==> config.mk <==
export PLATFORM = sky130hd
export DESIGN_NAME = mem_burst_ctrl_flat
export DESIGN_NICKNAME = d
export VERILOG_FILES = /design/src/rtl/mem_burst_ctrl_if.sv /design/src/rtl/mem_burst_ctrl.sv /design/src/flat_wrapper.sv
export SDC_FILE = /design/constraint.sdc
export NUM_CORES = 1
export LEC_CHECK = 0
export BUFFER_PORTS_ARGS = -buffer_cell sky130_fd_sc_hd__buf_2
export CAP_MARGIN = 40
export CORE_AREA = 3 3 122 124
export DETAILED_ROUTE_END_ITERATION = 8
export DIE_AREA = 0 0 125 127
export PLACE_DENSITY = 0.61
export SETUP_SLACK_MARGIN = 0.5
export SYNTH_ARGS = -nofsm -noshare
export SYNTH_HDL_FRONTEND = slang
export SYNTH_SLANG_ARGS = --single-unit
==> constraint.sdc <==
create_clock -name iclk -period 6.5 [get_ports iclk]
set_clock_uncertainty 0.2 [all_clocks]
set_input_delay 0.975 -clock iclk [delete_from_list [all_inputs] [get_ports iclk]]
set_output_delay 0.975 -clock iclk [all_outputs]
set_load 0.02 [all_outputs]
==> src/rtl/mem_burst_ctrl_if.sv <==
// Bundle of command, write-stream, read-stream and memory-port signals for mem_burst_ctrl.
// The controller uses the slave view; the surrounding datapath/memory model uses master.
interface mem_burst_ctrl_if #(
   parameter int ADDR_W = 10,
   parameter int DATA_W = 14,
   parameter int LEN_W  = 11
);
   logic              start;
   logic              op;
   logic [ADDR_W-1:0] base_addr;
   logic [LEN_W-1:0]  len;
   logic              busy;
   logic              done;
   logic              s_valid;
   logic [DATA_W-1:0] s_data;
   logic              s_ready;
   logic              m_valid;
   logic [DATA_W-1:0] m_data;
   logic              m_ready;
   logic              mem_wr_en;
   logic              mem_rd_en;
   logic [ADDR_W-1:0] mem_addr;
   logic [DATA_W-1:0] mem_wdata;
   logic [DATA_W-1:0] mem_rdata;

   modport slave (
      input  start, op, base_addr, len, s_valid, s_data, m_ready, mem_rdata,
      output busy, done, s_ready, m_valid, m_data, mem_wr_en, mem_rd_en, mem_addr, mem_wdata
   );

   modport master (
      output start, op, base_addr, len, s_valid, s_data, m_ready, mem_rdata,
      input  busy, done, s_ready, m_valid, m_data, mem_wr_en, mem_rd_en, mem_addr, mem_wdata
   );
endinterface

==> src/rtl/mem_burst_ctrl.sv <==
// Burst controller for the single-port sample memory: stream-to-memory writes and
// memory-to-stream reads through a 4-entry output FIFO.
//   state    | meaning
//   ST_IDLE  | waiting for start
//   ST_WRITE | accepting stream words, one memory write per handshake
//   ST_READ  | issuing memory reads while FIFO space allows
//   ST_DRAIN | all reads issued, waiting for FIFO and in-flight read to empty
//   ST_DONE  | one-cycle completion pulse, accepts start like IDLE
module mem_burst_ctrl #(
   parameter int ADDR_W = 10,
   parameter int DATA_W = 14,
   parameter int LEN_W  = 11
) (
   input logic             iclk,
   input logic             irst,
   mem_burst_ctrl_if.slave bus
);
   typedef enum logic [2:0] {ST_IDLE, ST_WRITE, ST_READ, ST_DRAIN, ST_DONE} state_t;

   localparam logic [ADDR_W-1:0] ADDR_ONE = 1;
   localparam logic [LEN_W-1:0]  LEN_ONE  = 1;

   state_t            state_q, state_d;
   logic [ADDR_W-1:0] addr_q, addr_d;
   logic [LEN_W-1:0]  rem_q, rem_d;
   logic              wr_en_q, wr_en_d;
   logic [ADDR_W-1:0] wr_addr_q, wr_addr_d;
   logic [DATA_W-1:0] wdata_q, wdata_d;
   logic              rd_pend_q;
   logic [DATA_W-1:0] fifo_q [4];
   logic [1:0]        rd_ptr_q, wr_ptr_q;
   logic [2:0]        count_q, count_d;
   logic [2:0]        occ;
   logic              rd_issue, push, pop;

   // Read data returns one cycle after issue, so at most one read is ever in flight.
   assign occ     = count_q + {2'b00, rd_pend_q};
   assign push    = rd_pend_q;
   assign pop     = (count_q != 3'd0) && bus.m_ready;
   assign count_d = count_q + {2'b00, push} - {2'b00, pop};

   always_comb begin
      state_d   = state_q;
      addr_d    = addr_q;
      rem_d     = rem_q;
      wr_en_d   = 1'b0;
      wr_addr_d = wr_addr_q;
      wdata_d   = wdata_q;
      rd_issue  = 1'b0;
      case (state_q)
         ST_IDLE, ST_DONE: begin
            if (bus.start) begin
               addr_d = bus.base_addr;
               rem_d  = bus.len;
               if (bus.len == '0)  state_d = ST_DONE;
               else if (bus.op)    state_d = ST_READ;
               else                state_d = ST_WRITE;
            end else begin
               state_d = ST_IDLE;
            end
         end
         ST_WRITE: begin
            if (bus.s_valid && (rem_q != '0)) begin
               wr_en_d   = 1'b1;
               wr_addr_d = addr_q;
               wdata_d   = bus.s_data;
               addr_d    = addr_q + ADDR_ONE;
               rem_d     = rem_q - LEN_ONE;
               if (rem_q == LEN_ONE) state_d = ST_DONE;
            end
         end
         ST_READ: begin
            rd_issue = (rem_q != '0) && (occ < 3'd4);
            if (rd_issue) begin
               addr_d = addr_q + ADDR_ONE;
               rem_d  = rem_q - LEN_ONE;
               if (rem_q == LEN_ONE) state_d = ST_DRAIN;
            end
         end
         ST_DRAIN: begin
            if (!rd_pend_q && (count_d == 3'd0)) state_d = ST_DONE;
         end
         default: state_d = ST_IDLE;
      endcase
   end

   always_ff @(posedge iclk or negedge irst) begin
      if (!irst) begin
         state_q   <= ST_IDLE;
         addr_q    <= '0;
         rem_q     <= '0;
         wr_en_q   <= 1'b0;
         wr_addr_q <= '0;
         wdata_q   <= '0;
         rd_pend_q <= 1'b0;
         rd_ptr_q  <= '0;
         wr_ptr_q  <= '0;
         count_q   <= '0;
         for (int i = 0; i < 4; i++) fifo_q[i] <= '0;
      end else begin
         state_q   <= state_d;
         addr_q    <= addr_d;
         rem_q     <= rem_d;
         wr_en_q   <= wr_en_d;
         wr_addr_q <= wr_addr_d;
         wdata_q   <= wdata_d;
         rd_pend_q <= rd_issue;
         count_q   <= count_d;
         if (push) begin
            fifo_q[wr_ptr_q] <= bus.mem_rdata;
            wr_ptr_q         <= wr_ptr_q + 2'd1;
         end
         if (pop) rd_ptr_q <= rd_ptr_q + 2'd1;
      end
   end

   // Reads are issued combinationally so the first read goes out the cycle after start.
   assign bus.busy      = (state_q == ST_WRITE) || (state_q == ST_READ) || (state_q == ST_DRAIN);
   assign bus.done      = (state_q == ST_DONE);
   assign bus.s_ready   = (state_q == ST_WRITE) && (rem_q != '0);
   assign bus.m_valid   = (count_q != 3'd0);
   assign bus.m_data    = fifo_q[rd_ptr_q];
   assign bus.mem_wr_en = wr_en_q;
   assign bus.mem_rd_en = rd_issue;
   assign bus.mem_addr  = rd_issue ? addr_q : wr_addr_q;
   assign bus.mem_wdata = wdata_q;
endmodule

==> src/flat_wrapper.sv <==
// flat-port wrapper written by rule: the top's interface ports become plain ports
module mem_burst_ctrl_flat 
#(
   parameter int ADDR_W = 10,
   parameter int DATA_W = 14,
   parameter int LEN_W  = 11
)
  (iclk, irst, bus_start, bus_op, bus_base_addr, bus_len, bus_s_valid, bus_s_data, bus_m_ready, bus_mem_rdata, bus_busy, bus_done, bus_s_ready, bus_m_valid, bus_m_data, bus_mem_wr_en, bus_mem_rd_en, bus_mem_addr, bus_mem_wdata);
  mem_burst_ctrl_if #(.ADDR_W(ADDR_W), .DATA_W(DATA_W), .LEN_W(LEN_W)) bus_i ();
  input logic iclk;
  input logic irst;
  input wire logic [$bits(bus_i.start)-1:0] bus_start;
  input wire logic [$bits(bus_i.op)-1:0] bus_op;
  input wire logic [$bits(bus_i.base_addr)-1:0] bus_base_addr;
  input wire logic [$bits(bus_i.len)-1:0] bus_len;
  input wire logic [$bits(bus_i.s_valid)-1:0] bus_s_valid;
  input wire logic [$bits(bus_i.s_data)-1:0] bus_s_data;
  input wire logic [$bits(bus_i.m_ready)-1:0] bus_m_ready;
  input wire logic [$bits(bus_i.mem_rdata)-1:0] bus_mem_rdata;
  output wire logic [$bits(bus_i.busy)-1:0] bus_busy;
  output wire logic [$bits(bus_i.done)-1:0] bus_done;
  output wire logic [$bits(bus_i.s_ready)-1:0] bus_s_ready;
  output wire logic [$bits(bus_i.m_valid)-1:0] bus_m_valid;
  output wire logic [$bits(bus_i.m_data)-1:0] bus_m_data;
  output wire logic [$bits(bus_i.mem_wr_en)-1:0] bus_mem_wr_en;
  output wire logic [$bits(bus_i.mem_rd_en)-1:0] bus_mem_rd_en;
  output wire logic [$bits(bus_i.mem_addr)-1:0] bus_mem_addr;
  output wire logic [$bits(bus_i.mem_wdata)-1:0] bus_mem_wdata;
  assign bus_i.start = bus_start;
  assign bus_i.op = bus_op;
  assign bus_i.base_addr = bus_base_addr;
  assign bus_i.len = bus_len;
  assign bus_i.s_valid = bus_s_valid;
  assign bus_i.s_data = bus_s_data;
  assign bus_i.m_ready = bus_m_ready;
  assign bus_i.mem_rdata = bus_mem_rdata;
  assign bus_busy = bus_i.busy;
  assign bus_done = bus_i.done;
  assign bus_s_ready = bus_i.s_ready;
  assign bus_m_valid = bus_i.m_valid;
  assign bus_m_data = bus_i.m_data;
  assign bus_mem_wr_en = bus_i.mem_wr_en;
  assign bus_mem_rd_en = bus_i.mem_rd_en;
  assign bus_mem_addr = bus_i.mem_addr;
  assign bus_mem_wdata = bus_i.mem_wdata;
  mem_burst_ctrl #(.ADDR_W(ADDR_W), .DATA_W(DATA_W), .LEN_W(LEN_W)) u_core (.iclk(iclk), .irst(irst), .bus(bus_i));
endmodule
==> metrics.txt, run 1 <==
fmax 0.2401 GHz; remaining global-route overflow 0; Worst Setup End Kind output port; Synth Area in Simple Gates between 10% and 20%; Port Buffer Count ~100; Req. time, crit path ~5.3 ns; DRT iter0 DRCs 188; leading cell types in the layout, fill and taps excluded dfrtp_1, buf_2, mux2_2; Finished Layout Cells 727; gr usage total 16.83%; post-synthesis sequential area ratio 50.96%; maximum VDD drop between 0.2 and 0.3 mV; Post-synth EDFFs 0; Syn. warnings 0; Num CTS Buffers 17; Skew-Pair Late Insertion Delay 0.41 ns; gpl congestion 0.8564; fin. max-slew vios 0; CP Launch Type flop; Reg2Reg Depth 8; average size of a mapped cell between 10 and 15 sq um; cell mode on critical path ha_1; layout cells sized above 1 45.34%; main combinational cell family by area after synthesis multiplexers; vias per std cell 5.429; hold path start u_core.bus.mem_wdata[12]; worst-margin pin slew 0.7632 ns; postcts setup bufs 0; Rel. slew slack 49.12%; multiplexer area fraction after synthesis 24.74%; Post-synth ARST share 100.0%; drt pass-1 iters 4; Fin. Hold Viols 0; worst reg2reg setup slack 3.41 ns; Die X roughly 130 microns; vias in the first global route 4,262; antenna viol nets, final 0; compound-cell area share of the yosys netlist 7.621%; CTS root buf clkbuf_16; CP max stage cell nor3b_1; post-synth net total 500; Fill cells between 1,000 and 1,500; die footprint between 0.015 and 0.02 sq mm; CTS tree done; initial antenna violation count 0; FF/Latch Area 0.002828 sq mm; Antenna Diode Count 0; WL/cell ~18 microns; ys flop type dfrtp_1; Core Util, Final between 40% and 50%; Setup Total Neg Slack 0 ns; H-tree levels 4; Yosys cell types 64; Residual DRC 0; largest net degree at the start of global routing 61; status finished clean; drt total wl 12,850 microns; cts repair resizes 0; critical path startpoint u_core.push; Cells after Synth around 430; Setup crit end bus_mem_addr[9]; crit path kind flop to output port; RSZ-0062 raised after global routing false; Mapped Area 0.005549 sq mm; CTS hold repair buffers 0; area added between synthesis and finish 23.36%; Crit Path Max Fanout 12; max_cap viols 0; placed insts 698; area of the multi-input gates 0.002561 sq mm; nets@finish 603; commonest non-fill, non-tap cell in the layout dfrtp_1; CTS max path bufs 2; Hold WC Path Type flop to flop; std cell rows 43; CP Depth 7; Final setup viols 0; initial core utilization 39.98%; worst r2r src u_core.rem_q[0]; final worst-path cycle share around 64%; crit path cell chain ha_1, ha_1, xnor2_1, nor3b_1, and2_4, mux2_2, buf_2; pwr dens 594.1 mW/mm^2; num ports 99; Critical Path AT 2.99 ns; DP HPWL just under 9000 microns; CORE AREA 0.01388 sq mm; clock period minus worst slack 4.164 ns; Num Clock Sinks 113; Post-Synth XOR/XNOR Area 0.9470%; CP delay by family, top simple AND/OR/NAND/NOR gates; first-pass GRT wire length 21,470 microns; via count 3,947; biggest cell delay along the critical path about 0.49 ns; die extent in y between 100 and 150 microns; Worst Path Buf+Inv 1; Worst-path clk slew 0.05 ns; adder-cell share of the synthesized area 2.480%; worst reg2reg endpoint u_core.rem_q[8]; Leakage 3.067 nW; register bit total from synthesis 113
power breakdown:
part	leakage, nW	internal, W	total, W	switching [W]
combinational	1.45	0.000852	0.00176	0.000906
clock	0.299	0.000663	0.000960	0.000297
sequential	1.32	0.00107	0.00135	0.000283
total	3.07	0.00258	0.00407	0.00149
metrics by stage:
stage	worst slack (ns)	hold WS, ns	power, W	area [sq um]
4_1_cts	2.288	0.2992	0.004112	6845
6_report	2.336	0.2941	0.004067	6845
2_1_floorplan	3.038	0.2739	0.002608	5549
3_5_place_dp	2.743	0.2857	0.003127	6237
3_3_place_gp	2.828	0.2748	0.003030	6175
5_1_grt	2.134	0.3071	0.004347	6845
sequential cells by signal, summed over array words and instances, names as in the netlist, 2 cells and up:
register / flops
u_core.rd_ptr_q: 2
u_core.wr_ptr_q: 2
u_core.state_q: 3
u_core.fifo_q: 56
u_core.addr_q: 10
u_core.bus.mem_wdata: 14
u_core.wr_addr_q: 10
u_core.count_q: 3
u_core.rem_q: 11
metal layers:
metal | vias to the layer above | part of all wire [%] | track usage (%)
met5 | - | 0 | 0
met2 | 126 | 49 | 27.08
met3 | 10 | 5.6 | 5.100
li1 | 1805 | - | -
met4 | 0 | 0.91 | 5.485
met1 | 2006 | 44 | 21.97
synth_stat cells (4+ instances only):
library cell / instances / share of area (%)
nor3_1: 9 / 0.81
o22ai_1: 6 / 0.68
inv_1: 14 / 0.95
nor2_1: 26 / 1.8
nand2b_1: 4 / 0.45
or3_1: 5 / 0.56
dfrtp_1: 113 / 51
nand4_1: 5 / 0.56
o21ai_0: 8 / 0.72
nand3_1: 4 / 0.36
a2bb2oi_1: 4 / 0.63
ha_1: 11 / 2.5
nor4_1: 5 / 0.56
clkbuf_1: 8 / 0.54
a31oi_1: 5 / 0.56
mux2_2: 80 / 16
a21oi_1: 14 / 1.3
mux2_4: 9 / 2.4
mux4_2: 14 / 5.7
buf_1: 5 / 0.34
nand2_1: 23 / 1.6
worst min-delay path by stage:
stage	to	slack [ns]	depth (start not counted)
final	u_core.bus.mem_wdata[12]	0.29	1
after global routing	u_core.bus.mem_wdata[12]	0.31	1
after CTS	u_core.bus.mem_wdata[12]	0.30	1
after detailed placement	u_core.bus.mem_wdata[12]	0.29	1
after global placement	u_core.bus.mem_wdata[12]	0.27	1
after floorplan	u_core.fifo_q[19]	0.27	1
final cells by class:
cell class | instances | share of cell area (%)
multi-input cells | 288 | 37.42
clock inverters | 6 | 1.901
flip-flops and latches | 113 | 41.31
repair buffers | 103 | 8.335
clock buffers | 23 | 6.982
inverters | 14 | 0.7677
well taps | 180 | 3.290
cell families (layout without fill, tap and decap cells):
| family | Yosys count | in the layout |
|---|---|---|
| compound gates | 60 | 60 |
| xor+xnor | 6 | 6 |
| fa+ha+maj | 11 | 11 |
| buf+inv | 33 | 146 |
| flops | 113 | 113 |
| mux | 105 | 105 |
| simple gates | 106 | 106 |
worst register-to-register path: stages (launching register included):
cell and delay (ns):
dfrtp_1 0.41, inv_1 0.11, ha_1 0.23, or3b_4 0.43, or4_4 0.56, o22ai_1 0.48, buf_4 0.25, o21ba_2 0.16
o22a_1 0.16
(Power assumes the default switching activity.)
==> inputs of run 2 (changes only) <==
==> constraint.sdc (replaced) <==
create_clock -name iclk -period 3.93 [get_ports iclk]
set_clock_uncertainty 0.2 [all_clocks]
set_input_delay 0.5895 -clock iclk [delete_from_list [all_inputs] [get_ports iclk]]
set_output_delay 0.5895 -clock iclk [all_outputs]
set_load 0.02 [all_outputs]
==> run 2 against run 1 <==
Compared with the run above:
- non-clock buffer count increased by 15
- power is 63% higher
- critical path type unchanged
- critical path depth unchanged
- utilization is 0.59 points higher
- die area is the same
- worst setup slack got worse by 1.8 ns
- via count up 1.2%
- clock-buffer cell count up 4
- cell count up 1.9%
- highest routed layer unchanged
- largest cell class unchanged
- sequential power increased by 64%
==> metrics.txt, run 2 (synthesis gave the netlist of run 1 again) <==
Final setup viols 0; remaining global-route overflow 0; final worst-path cycle share just under 90%; WL/cell 17.69 microns; vias in the first global route ~4,100; antenna viol nets, final 0; gr usage total between 15 and 20%; Hold WC Path Type input port to async pin; largest net degree at the start of global routing 59; CTS tree done; Worst Setup End Kind output port; Residual DRC 0; Critical Path AT 2.62 ns; layout cells sized above 1 47.42%; crit path kind flop to output port; Skew-Pair Late Insertion Delay 0.41 ns; Fin. Hold Viols 0; CP Depth 7; std cell rows 43; commonest non-fill, non-tap cell in the layout dfrtp_1; maximum VDD drop 0.4970 mV; status finished clean; CTS hold repair buffers 0; max reg flops 56; CP Launch Type flop; largest register by flop count u_core.fifo_q; first-pass GRT wire length 21,010 microns; RSZ-0062 raised after global routing true; Setup Total Neg Slack 0 ns; drt pass-1 iters 4; switch share around 37%; Num CTS Buffers 17; Fill cells ~1,200; pwr dens 958.6 mW/mm^2; die footprint 0.01588 sq mm; die extent in y 127 microns; register share of total power 33.4%; fin. max-slew vios 0; num ports 99; H-tree levels 4; Antenna Diode Count 0; Rel. slew slack 46.75%; FF/Latch Area 0.002829 sq mm; fmax just under 0.3 GHz; DP HPWL around 9000 microns; Num Clock Sinks 113; Die X 125 microns; biggest cell delay along the critical path between 0.5 and 0.6 ns; Design Power approximately 0.0066 W; Req. time, crit path about 3.1 ns; Leakage 3.105 nW; area added between synthesis and finish 24.83%; Comb power frac 46.4%; gpl congestion 0.8784; clock group share of total power 20.2%; DRT iter0 DRCs 186; via count 3,993; drt total wl 13,110 microns; CORE AREA roughly 0.014 sq mm; Reg2Reg Depth 9; sw power 0.002475 W; Port Buffer Count 98; CTS max path bufs 2; vias per std cell 5.389; max_cap viols 0; Worst Path Buf+Inv 2; nets@finish 619; CTS root buf clkbuf_16; CP max stage cell or4_4; CP delay by family, top simple AND/OR/NAND/NOR gates; cell internal pwr 0.004165 W; Worst-path clk slew 0.05 ns; initial antenna violation count 0; worst-margin pin slew 0.7987 ns; area of the multi-input gates 0.002595 sq mm; leading cell types in the layout, fill and taps excluded dfrtp_1, buf_2, mux2_2; initial core utilization roughly two fifths; Crit Path Max Fanout 6; clock period minus worst slack 3.405 ns; crit path cell chain inv_2, ha_4, or3b_4, or4_4, and2_4, mux2_4, buf_6
## run 2: changes by cell type in the layout (fill, tap and decap cells not counted), sizes merged
cell,previous run,this run
clkbuf,23,27
clkinv,2,0
and2,4,5
buf,103,118
bufinv,4,0
## run 2: worst paths after layout
check	endpoint	start	slack, ns
max in group asynchronous	u_core.bus.mem_wdata[8]	irst	2.71
setup / recovery	bus_mem_addr[5]	u_core.rem_q[1]	0.53
min in group iclk	u_core.bus.mem_wdata[12]	bus_s_data[12]	0.21
setup reg to reg	u_core.bus.mem_wdata[9]	u_core.rem_q[1]	1.10
hold reg to reg	u_core.fifo_q[14]	u_core.fifo_q[14]	0.29
hold / removal	u_core.fifo_q[28]	irst	0.06
## run 2: repair_timing
| action | 4_1_cts | 5_1_grt |
|---|---|---|
| setup buffers | 8 | 6 |
| pin swaps | 4 | 3 |
| resized for setup | 7 | 19 |
| cloned | 1 | 0 |
| endpoints found under the setup margin | 10 | 10 |
## run 2: power by group through the flow
| stage | Sequential (W) | Clock, W | Combinational (W) |
|---|---|---|---|
| 2_1_floorplan | 0.00215 | 0 | 0.00217 |
| 3_3_place_gp | 0.00220 | 0 | 0.00283 |
| 3_5_place_dp | 0.00224 | 0 | 0.00289 |
| 4_1_cts | 0.00222 | 0.00137 | 0.00298 |
| 5_1_grt | 0.00230 | 0.00142 | 0.00334 |
| 6_report | 0.00222 | 0.00134 | 0.00308 |
## run 2: cell type report
class	count	area share, %
inverters	14	0.7587
well taps	180	3.251
repair buffers	118	10.28
flip-flops and latches	113	40.84
clock buffers	27	7.406
multi-input cells	289	37.46
## run 2: layer usage
metal	routed length, microns	GRT usage (%)
met5	0	0
met2	6550	27.74
met1	5607	20.88
met3	781	5.853
met4	170	5.102
## run 2: metrics by stage
step           instance area, sq um  setup slack, ns  std cells  utilization, %  hold slack [ns]
6_report                       6927           0.5253        741           49.90          0.05550
5_1_grt                        6927           0.4712        741           49.90          0.09682
4_1_cts                        6820           0.5001        735           49.13          0.08211
3_5_place_dp                   6217           0.6631        699           44.79           0.2872
3_3_place_gp                   6217           0.7429        699           44.79           0.2819
2_1_floorplan                  5549           0.8536        434               -          0.09391
## run 2: worst reg2reg max path, stage by stage, from the launching register on
cell	delay, ns
dfrtp_1	0.39
inv_2	0.08
ha_4	0.14
or3b_4	0.38
buf_4	0.15
nor4_4	0.38
nor3_1	0.16
nand2_1	0.10
buf_4	0.33
mux2_2	0.40
